$ cat src/rtl/uart_tx_scheduler.sv
// uart_tx_scheduler: byte FIFO in front of the UART TX core. Accepts
// tx_send writes without stalling, feeds the UART one byte at a time
// with a start pulse, and waits for the busy handshake (or a timeout).
// Aggregated busy status and a sticky overflow flag are provided.
module uart_tx_scheduler #(
  parameter int DEPTH       = 8,
  parameter int ACK_TIMEOUT = 4
) (
  input  logic                       clk,
  input  logic                       rst,
  input  logic [31:0]                tx_wrdata,
  input  logic                       tx_send,
  input  logic                       uart_busy,
  output logic [7:0]                 uart_tx_data,
  output logic                       uart_tx_start,
  output logic                       fifo_full,
  output logic                       fifo_empty,
  output logic [$clog2(DEPTH):0]     level,
  output logic                       overflow,
  input  logic                       ovf_clear,
  output logic                       busy_status
);

  localparam int AW = $clog2(DEPTH);
  localparam int LW = AW + 1;
  localparam int CW = (ACK_TIMEOUT > 1) ? $clog2(ACK_TIMEOUT) : 1;

  localparam logic [1:0] S_IDLE      = 2'd0;
  localparam logic [1:0] S_START     = 2'd1;
  localparam logic [1:0] S_WAIT_ACK  = 2'd2;
  localparam logic [1:0] S_WAIT_DONE = 2'd3;

  logic [7:0]    mem_q [DEPTH];
  logic [AW-1:0] wptr_q, wptr_d, rptr_q, rptr_d;
  logic [LW-1:0] level_q, level_d;
  logic          ovf_q, ovf_d;
  logic [1:0]    state_q, state_d;
  logic [CW-1:0] cnt_q, cnt_d;
  logic [7:0]    data_q, data_d;
  logic          push, pop, drop;

  // Only the low byte of the bus word is transmitted.
  logic unused_hi;
  assign unused_hi = ^tx_wrdata[31:8];

  assign fifo_full   = (level_q == LW'(DEPTH));
  assign fifo_empty  = (level_q == '0);
  assign level       = level_q;
  assign overflow    = ovf_q;
  assign uart_tx_data  = data_q;
  assign uart_tx_start = (state_q == S_START);
  assign busy_status = !fifo_empty || (state_q != S_IDLE) || uart_busy;

  // A pop frees a slot in the same cycle, so a write to a full FIFO is
  // still accepted when the head is leaving.
  assign pop  = (state_q == S_IDLE) && !fifo_empty && !uart_busy;
  assign push = tx_send && (!fifo_full || pop);
  assign drop = tx_send && fifo_full && !pop;

  // FIFO bookkeeping and sticky overflow (set wins over clear).
  always_comb begin
    wptr_d  = wptr_q;
    rptr_d  = rptr_q;
    level_d = level_q;
    ovf_d   = ovf_q;
    data_d  = data_q;
    if (push) wptr_d = wptr_q + AW'(1);
    if (pop) begin
      rptr_d = rptr_q + AW'(1);
      data_d = mem_q[rptr_q];
    end
    case ({push, pop})
      2'b10:   level_d = level_q + LW'(1);
      2'b01:   level_d = level_q - LW'(1);
      default: level_d = level_q;
    endcase
    if (drop)           ovf_d = 1'b1;
    else if (ovf_clear) ovf_d = 1'b0;
  end

  // Handshake FSM: pop, pulse start, wait for busy to rise then fall.
  always_comb begin
    state_d = state_q;
    cnt_d   = cnt_q;
    case (state_q)
      S_IDLE:     if (pop) state_d = S_START;
      S_START: begin
        cnt_d   = CW'(ACK_TIMEOUT - 1);
        state_d = S_WAIT_ACK;
      end
      S_WAIT_ACK: begin
        if (uart_busy)           state_d = S_WAIT_DONE;
        else if (cnt_q == '0)    state_d = S_IDLE;   // no ack: treat as sent
        else                     cnt_d   = cnt_q - CW'(1);
      end
      default:    if (!uart_busy) state_d = S_IDLE;
    endcase
  end

  // Control state; reset discards queued bytes and any pending pulse.
  always_ff @(posedge clk or posedge rst) begin
    if (rst) begin
      wptr_q  <= '0;
      rptr_q  <= '0;
      level_q <= '0;
      ovf_q   <= 1'b0;
      state_q <= S_IDLE;
      cnt_q   <= '0;
      data_q  <= '0;
    end else begin
      wptr_q  <= wptr_d;
      rptr_q  <= rptr_d;
      level_q <= level_d;
      ovf_q   <= ovf_d;
      state_q <= state_d;
      cnt_q   <= cnt_d;
      data_q  <= data_d;
    end
  end

  // Storage array; validity is tracked by pointers/level, so no reset.
  always_ff @(posedge clk) begin
    if (push) mem_q[wptr_q] <= tx_wrdata[7:0];
  end

endmodule

$ cat config.mk
export PLATFORM = sky130hd
export DESIGN_NAME = uart_tx_scheduler
export DESIGN_NICKNAME = d
export VERILOG_FILES = /design/src/rtl/uart_tx_scheduler.sv
export SDC_FILE = /design/constraint.sdc
export NUM_CORES = 1
export LEC_CHECK = 0
export ABC_AREA = 1
export ABC_CLOCK_PERIOD_IN_PS = 2340
export CAP_MARGIN = 0
export CELL_PAD_IN_SITES_DETAIL_PLACEMENT = 1
export CELL_PAD_IN_SITES_GLOBAL_PLACEMENT = 2
export CORE_ASPECT_RATIO = 1.5
export CORE_UTILIZATION = 36
export DETAILED_ROUTE_END_ITERATION = 6
export GPL_TIMING_DRIVEN = 0
export PLACE_DENSITY_LB_ADDON = 0.1
export SLEW_MARGIN = 25
export SYNTH_ARGS = -nofsm -noshare
export SYNTH_HDL_FRONTEND = slang
export SYNTH_SLANG_ARGS = --single-unit
export TNS_END_PERCENT = 10
$ cat constraint.sdc
create_clock -name clk -period 2.34 [get_ports clk]
set_clock_uncertainty 0.2 [all_clocks]
set_input_delay 0.468 -clock clk [delete_from_list [all_inputs] [get_ports clk]]
set_output_delay 0.468 -clock clk [all_outputs]
set_load 0.01 [all_outputs]
## Word-level counts from Yosys, hierarchy flattened

Memory sizes are Yosys's and may differ from the RTL's. A register that Yosys moved wholly into a read port is not among the register bits.
Index checks and enable logic that the tools add are counted.

- Word-level logic and storage cells: 56
- Memories kept: 1
- Memory bits (writable): 64
- Register bits: 15

Memories:

| name | words | bits a word | rd ports | clocked after Yosys merged registers in | wr ports | line | RTL |
|---|---|---|---|---|---|---|---|
| mem_q | 8 | 8 | 1 | 1 | 1 | 33 | `logic [7:0] mem_q [DEPTH];` |

- Add/sub/neg operators: 5
- Equality and inequality tests: 10
- Reduce and logical (&&, ||, !) cells: 21
- Muxes and demuxes: 13

Operators by type and width:

| operator | number |
|---|---|
| two-way mux 2 bit | 6 |
| one-hot mux 4 bit (2 select lines) | 1 |
| nonzero test 2 bit | 4 |
| adder 3 x 1 -> 3 bit (second input constant) | 2 |
| != test 2 bit (second input constant) | 3 |
| one-hot mux 2 bit (3 select lines) | 1 |
| AND reduction 3 bit | 2 |
| logical AND 1 bit | 5 |
| adder 4 x 1 -> 4 bit (second input constant) | 1 |
| == test 2 x 1 -> 1 bit (second input constant) | 2 |
| == test 2 bit (second input constant) | 2 |
| == test 4 bit (second input constant) | 1 |
| zero test 1 bit | 4 |
| zero test 2 bit | 2 |
| zero test 4 bit | 1 |
| two-way mux 1 bit | 4 |
| != test 4 x 1 -> 1 bit (second input constant) | 1 |
| one-hot mux 2 bit (2 select lines) | 1 |
| subtractor 4 x 1 -> 4 bit (second input constant) | 1 |
| logical OR 1 bit | 3 |
| != test 3 bit (second input constant) | 1 |
| subtractor 2 x 1 -> 2 bit (second input constant) | 1 |

## Logic depth before layout (Yosys ltp)

- Depth after elaboration: 8
- Gate-level depth with buffers: 13
- Mapped depth without buffers: 13

## Least setup slack after synthesis

Ideal clock, no wire load.

- Kind: register -> register
- Start point: register level_q[0], in the netlist level[0]
- End point: memory mem_q[4][0], enable pin
- Required time: 1770 ps
- Slack: 229 ps
- Data arrival time: 1541 ps
- Cell stages (with the launch flop): 8
- Setup time: 370 ps
- Period minus slack after synthesis: 2111 ps
- Buffers on the path: 0
- Cells stage by stage: dfrtp_1 > nor2_2 > nand2_4 > nand2_4 > nand2_2 > nand2_2 > or2_4 > nor2_1

- Cells in the longest elaborated chain, start to end: 8

RTL lines:

| item | line | RTL |
|---|---|---|
| start, declared | 35 | `logic [LW-1:0] level_q, level_d;` |
| start signal, assigned | 113 | `level_q <= level_d;` |
| zero test 4 bit | 47 | `assign fifo_empty = (level_q == '0);` |
| zero test 1 bit | 56 | `assign pop = (state_q == S_IDLE) && !fifo_empty && !uart_busy;` |
| logical AND 1 bit (2 in a row) | 56 |  |
| logical OR 1 bit * | 57 | `assign push = tx_send && (!fifo_full \|\| pop);` |
| logical AND 1 bit * | 57 |  |
| two-way mux 1 bit * | 123 | `if (push) mem_q[wptr_q] <= tx_wrdata[7:0];` |
| two-way mux 1 bit (not written as such) * | 123 |  |
| end, declared | 33 |  |

Mark *: on every way between the ends. The rest lies on a longest branch, timed or not.

## Worst setup path in the final report

- Start point: register level_q[0], in the netlist level[0]
- End point: output port fifo_empty

- Cells in the longest elaborated chain, start to end: 1

RTL lines:

| item | line | RTL |
|---|---|---|
| zero test 4 bit | 47 |  |
| end, declared | 17 | `output logic fifo_empty,` |

No other way between the ends.

==> impl_metrics.py <==
metrics = {
    "logic_synthesis": {
        "yosysSeqAreaShare_pct": 68.61,
        "synth_top_area_share_pct": 52.80,
        "synth_flop_cell": "edfxtp_1",
        "synthTopCellsByCount": "64 x edfxtp_1, 44 x nor2_1, 43 x nand2_1",
        "synth_enable_flop_cells": 64,
        "avgSynthCellArea_um2": 12.34,
        "synth_warnings": 0,
        "syn_area_um2": 3640,
        "synth.distinct_cells": 33,
        "synthArstFlopShare_pct": 26.44,
        "synthTopCellsByArea": "edfxtp_1 53%, dfrtp_1 16%, nor2_1 4.5%",
        "synth_fp_nets": 336,
        "yosysMostFrequentCell": "edfxtp_1",
        "postSynthCellCount": 295,
        "yosysTopAreaCell": "edfxtp_1",
        "ys_ff_latch": 87,
    },
    "grt": {
        "grt_overflow_total": 0,
        "grt_pass1_wl_um": 14230,
        "antenna_found_initial": 0,
        "track_usage_pct": 18.55,
        "grt_pass1_vias": 2567,
        "grt_max_degree": 24,
    },
    "timing": {
        "worst_slew_pin_slew_ns": 0.6313,
        "setup_ws_ns": -0.02619,
        "hold_ws_ns": 0.2810,
        "finalCritPeriodShare_pct": 101.1,
        "min_period_ns": 2.366,
        "finalHoldViolCount": 0,
        "grt_setup_unrepaired": "true",
        "setup_viol": 2,
        "drv_slew": 0,
        "fmax_mhz": 422.6,
        "max-slew-margin-rel_pct": 57.92,
    },
    "outcome": {
        "status": "finished, violations left",
        "violations": "DRC, setup timing",
    },
    "clocking": {
        "cts_inserted_buffers": 9,
        "clockRootBuffer": "clkbuf_16",
        "clockBufferDepth": 2,
        "hold_buffers": 0,
        "clock_latency_ns": 0.34,
        "clock-sinks": 87,
        "path_clk_slew_ns": 0.06,
        "cts_tree": "built",
        "cts-htree-levels": 3,
    },
    "power_and_ir_drop": {
        "ir_drop_mv": 0.4421,
        "leakage_uw": 0.001689,
        "power.density_nw_per_um2": 1259,
    },
    "drt": {
        "detail_route.wl_per_cell_um": 19.48,
        "antenna_left": 0,
        "drt_iter0_drc": 129,
        "vias_per_cell": 5.173,
        "dr.pass1.iters": 6,
        "finalWirelength_um": 8885,
        "vias": 2359,
        "drc": 4,
    },
    "finish": {
        "multi_input_area_um2": 1085,
        "drive_gt1_share_pct": 14.08,
        "stdcell_count": 456,
        "nets": 377,
        "syn_to_final_growth_pct": 22.38,
        "final_util_pct": 45.71,
        "seqCellArea_um2": 2499,
        "num_antenna_cells": 0,
        "n_fill_cell": 1039,
    },
    "floorplan": {
        "rows": 44,
        "start_util_pct": 37.35,
        "core-area_um2": 9744,
        "dieArea_um2": 10530,
        "die_w_um": 84.10,
        "fp.dieH_um": 125.2,
        "ioPinCount": 54,
    },
    "critical_path": {
        "arrival_ns": 1.70,
        "regToRegEndpoint": "mem_q[0][4]",
        "crit_type": "register to primary output",
        "r2r_slack_ns": 0.13,
        "cp-end-kind": "primary output",
        "worstPathMaxFanout": 7,
        "cp.required_ns": 1.67,
        "startpoint_type": "register",
        "rr_startpoint": "state_q[1]",
        "reg2reg_depth": 8,
    },
    "placement": {
        "dp_hpwl_um": 6085,
        "io_buffers": 29,
        "routabilityCongestion": 0.7425,
        "dp_cells": 439,
    },
    "min_path": {
        "holdPathEnd": "uart_tx_data[7]",
        "hp-start": "uart_tx_data[7]",
        "min_path_cells": 2,
        "worstHoldPathType": "register to register",
    },
    "run": {
        "max-cap-violations": 0,
    },
}
## cell type report
| type | count | share of cell area (%) |
|---|---|---|
| clock inverter | 4 | 1.067 |
| multi-input combinational | 175 | 24.35 |
| tap | 115 | 3.230 |
| clock buffer | 12 | 5.309 |
| buffer | 11 | 1.039 |
| timing repair buffer | 30 | 6.994 |
| inverter | 22 | 1.910 |
| sequential | 87 | 56.10 |
## cells in the final DEF, fill, tap and decap left out, drive strengths merged
| cell type | n |
|---|---|
| inv | 22 |
| edfxtp | 64 |
| nor3 | 2 |
| clkbuf | 19 |
| dlymetal6s2s | 1 |
| or2 | 2 |
| a2111oi | 1 |
| o32ai | 8 |
| clkinv | 2 |
| o21ai | 21 |
| o22ai | 1 |
| a21oi | 2 |
| bufinv | 1 |
| dfrtp | 23 |
| dlygate4sd2 | 1 |
| clkdlybuf4s50 | 27 |
| nor4 | 1 |
| mux2i | 8 |
| nand2 | 50 |
| nor2 | 46 |
| nand4 | 2 |
| buf | 5 |
| xnor2 | 2 |
| xor2 | 4 |
| o211ai | 8 |
| nand3 | 4 |
| ha | 4 |
| clkinvlp | 1 |
| o221ai | 8 |
| o21bai | 1 |
## cell families after synthesis
kind of cell	after synthesis	synth area share (%)
xor+xnor	6	1.444
mux	8	2.200
fa+ha+maj	4	1.375
flops	87	68.61
simple gates	107	13.48
buf+inv	33	3.610
compound gates	50	9.282
## worst max path at each step
stage	start	to	slack (ns)	depth (start not counted)
5_1_grt	level[0]	fifo_empty	-0.09	4
3_5_place_dp	uart_busy	mem_q[4][3]	-0.82	7
4_1_cts	level[0]	fifo_full	-0.09	2
3_3_place_gp	uart_busy	mem_q[0][3]	-0.79	7
6_report	level[0]	fifo_empty	-0.03	4
2_1_floorplan	level[0]	mem_q[4][0]	0.23	7
## through the flow
| step | area, um^2 | setup slack (ns) | total power, uW | TNS [ns] |
|---|---|---|---|---|
| after CTS | 4397 | -0.08674 | 5627 | -2.692 |
| after global routing | 4454 | -0.08646 | 5959 | -0.1897 |
| after global placement | 4074 | -0.7859 | 4134 | -45.42 |
| final | 4454 | -0.02619 | 5607 | -0.05043 |
| after detailed placement | 4074 | -0.8188 | 4176 | -47.12 |
| after floorplan | 3640 | 0.2287 | 3390 | 0 |
## power breakdown
part	leakage [uW]	switching, uW	internal (uW)
registers	0.000860	213	2010
clock network	0.000137	561	824
logic	0.000692	1250	742
## registers in the layout (all words and copies together) (netlist names)
signal,count
cnt_q,2
wptr_q,3
rptr_q,3
overflow,1
uart_tx_data,8
mem_q,64
level,4
state_q,2
## per-layer routing
layer / track usage, % / up-vias / wire length (um)
li1: - / 1128 / -
met1: 20.91 / 1180 / 3560
met2: 33.75 / 39 / 4900
met3: 3.498 / 12 / 235
met4: 8.114 / 0 / 188
met5: 0 / - / 0
## worst max-delay path, cell delays in order, from the launching register on
cell and delay [ns]:
dfrtp_2 0.48, nor2_2 0.17, nand2_4 0.10, inv_1 0.08
clkdlybuf4s50_1 0.53
## what timing repair did
action	in CTS	in global routing
pin swaps	1	1
setup endpoints to repair	67	51
cloned	0	0
buffers inserted	0	1
resized for setup	13	9
hold endpoints to repair	0	0
(Power assumes the default switching activity.)
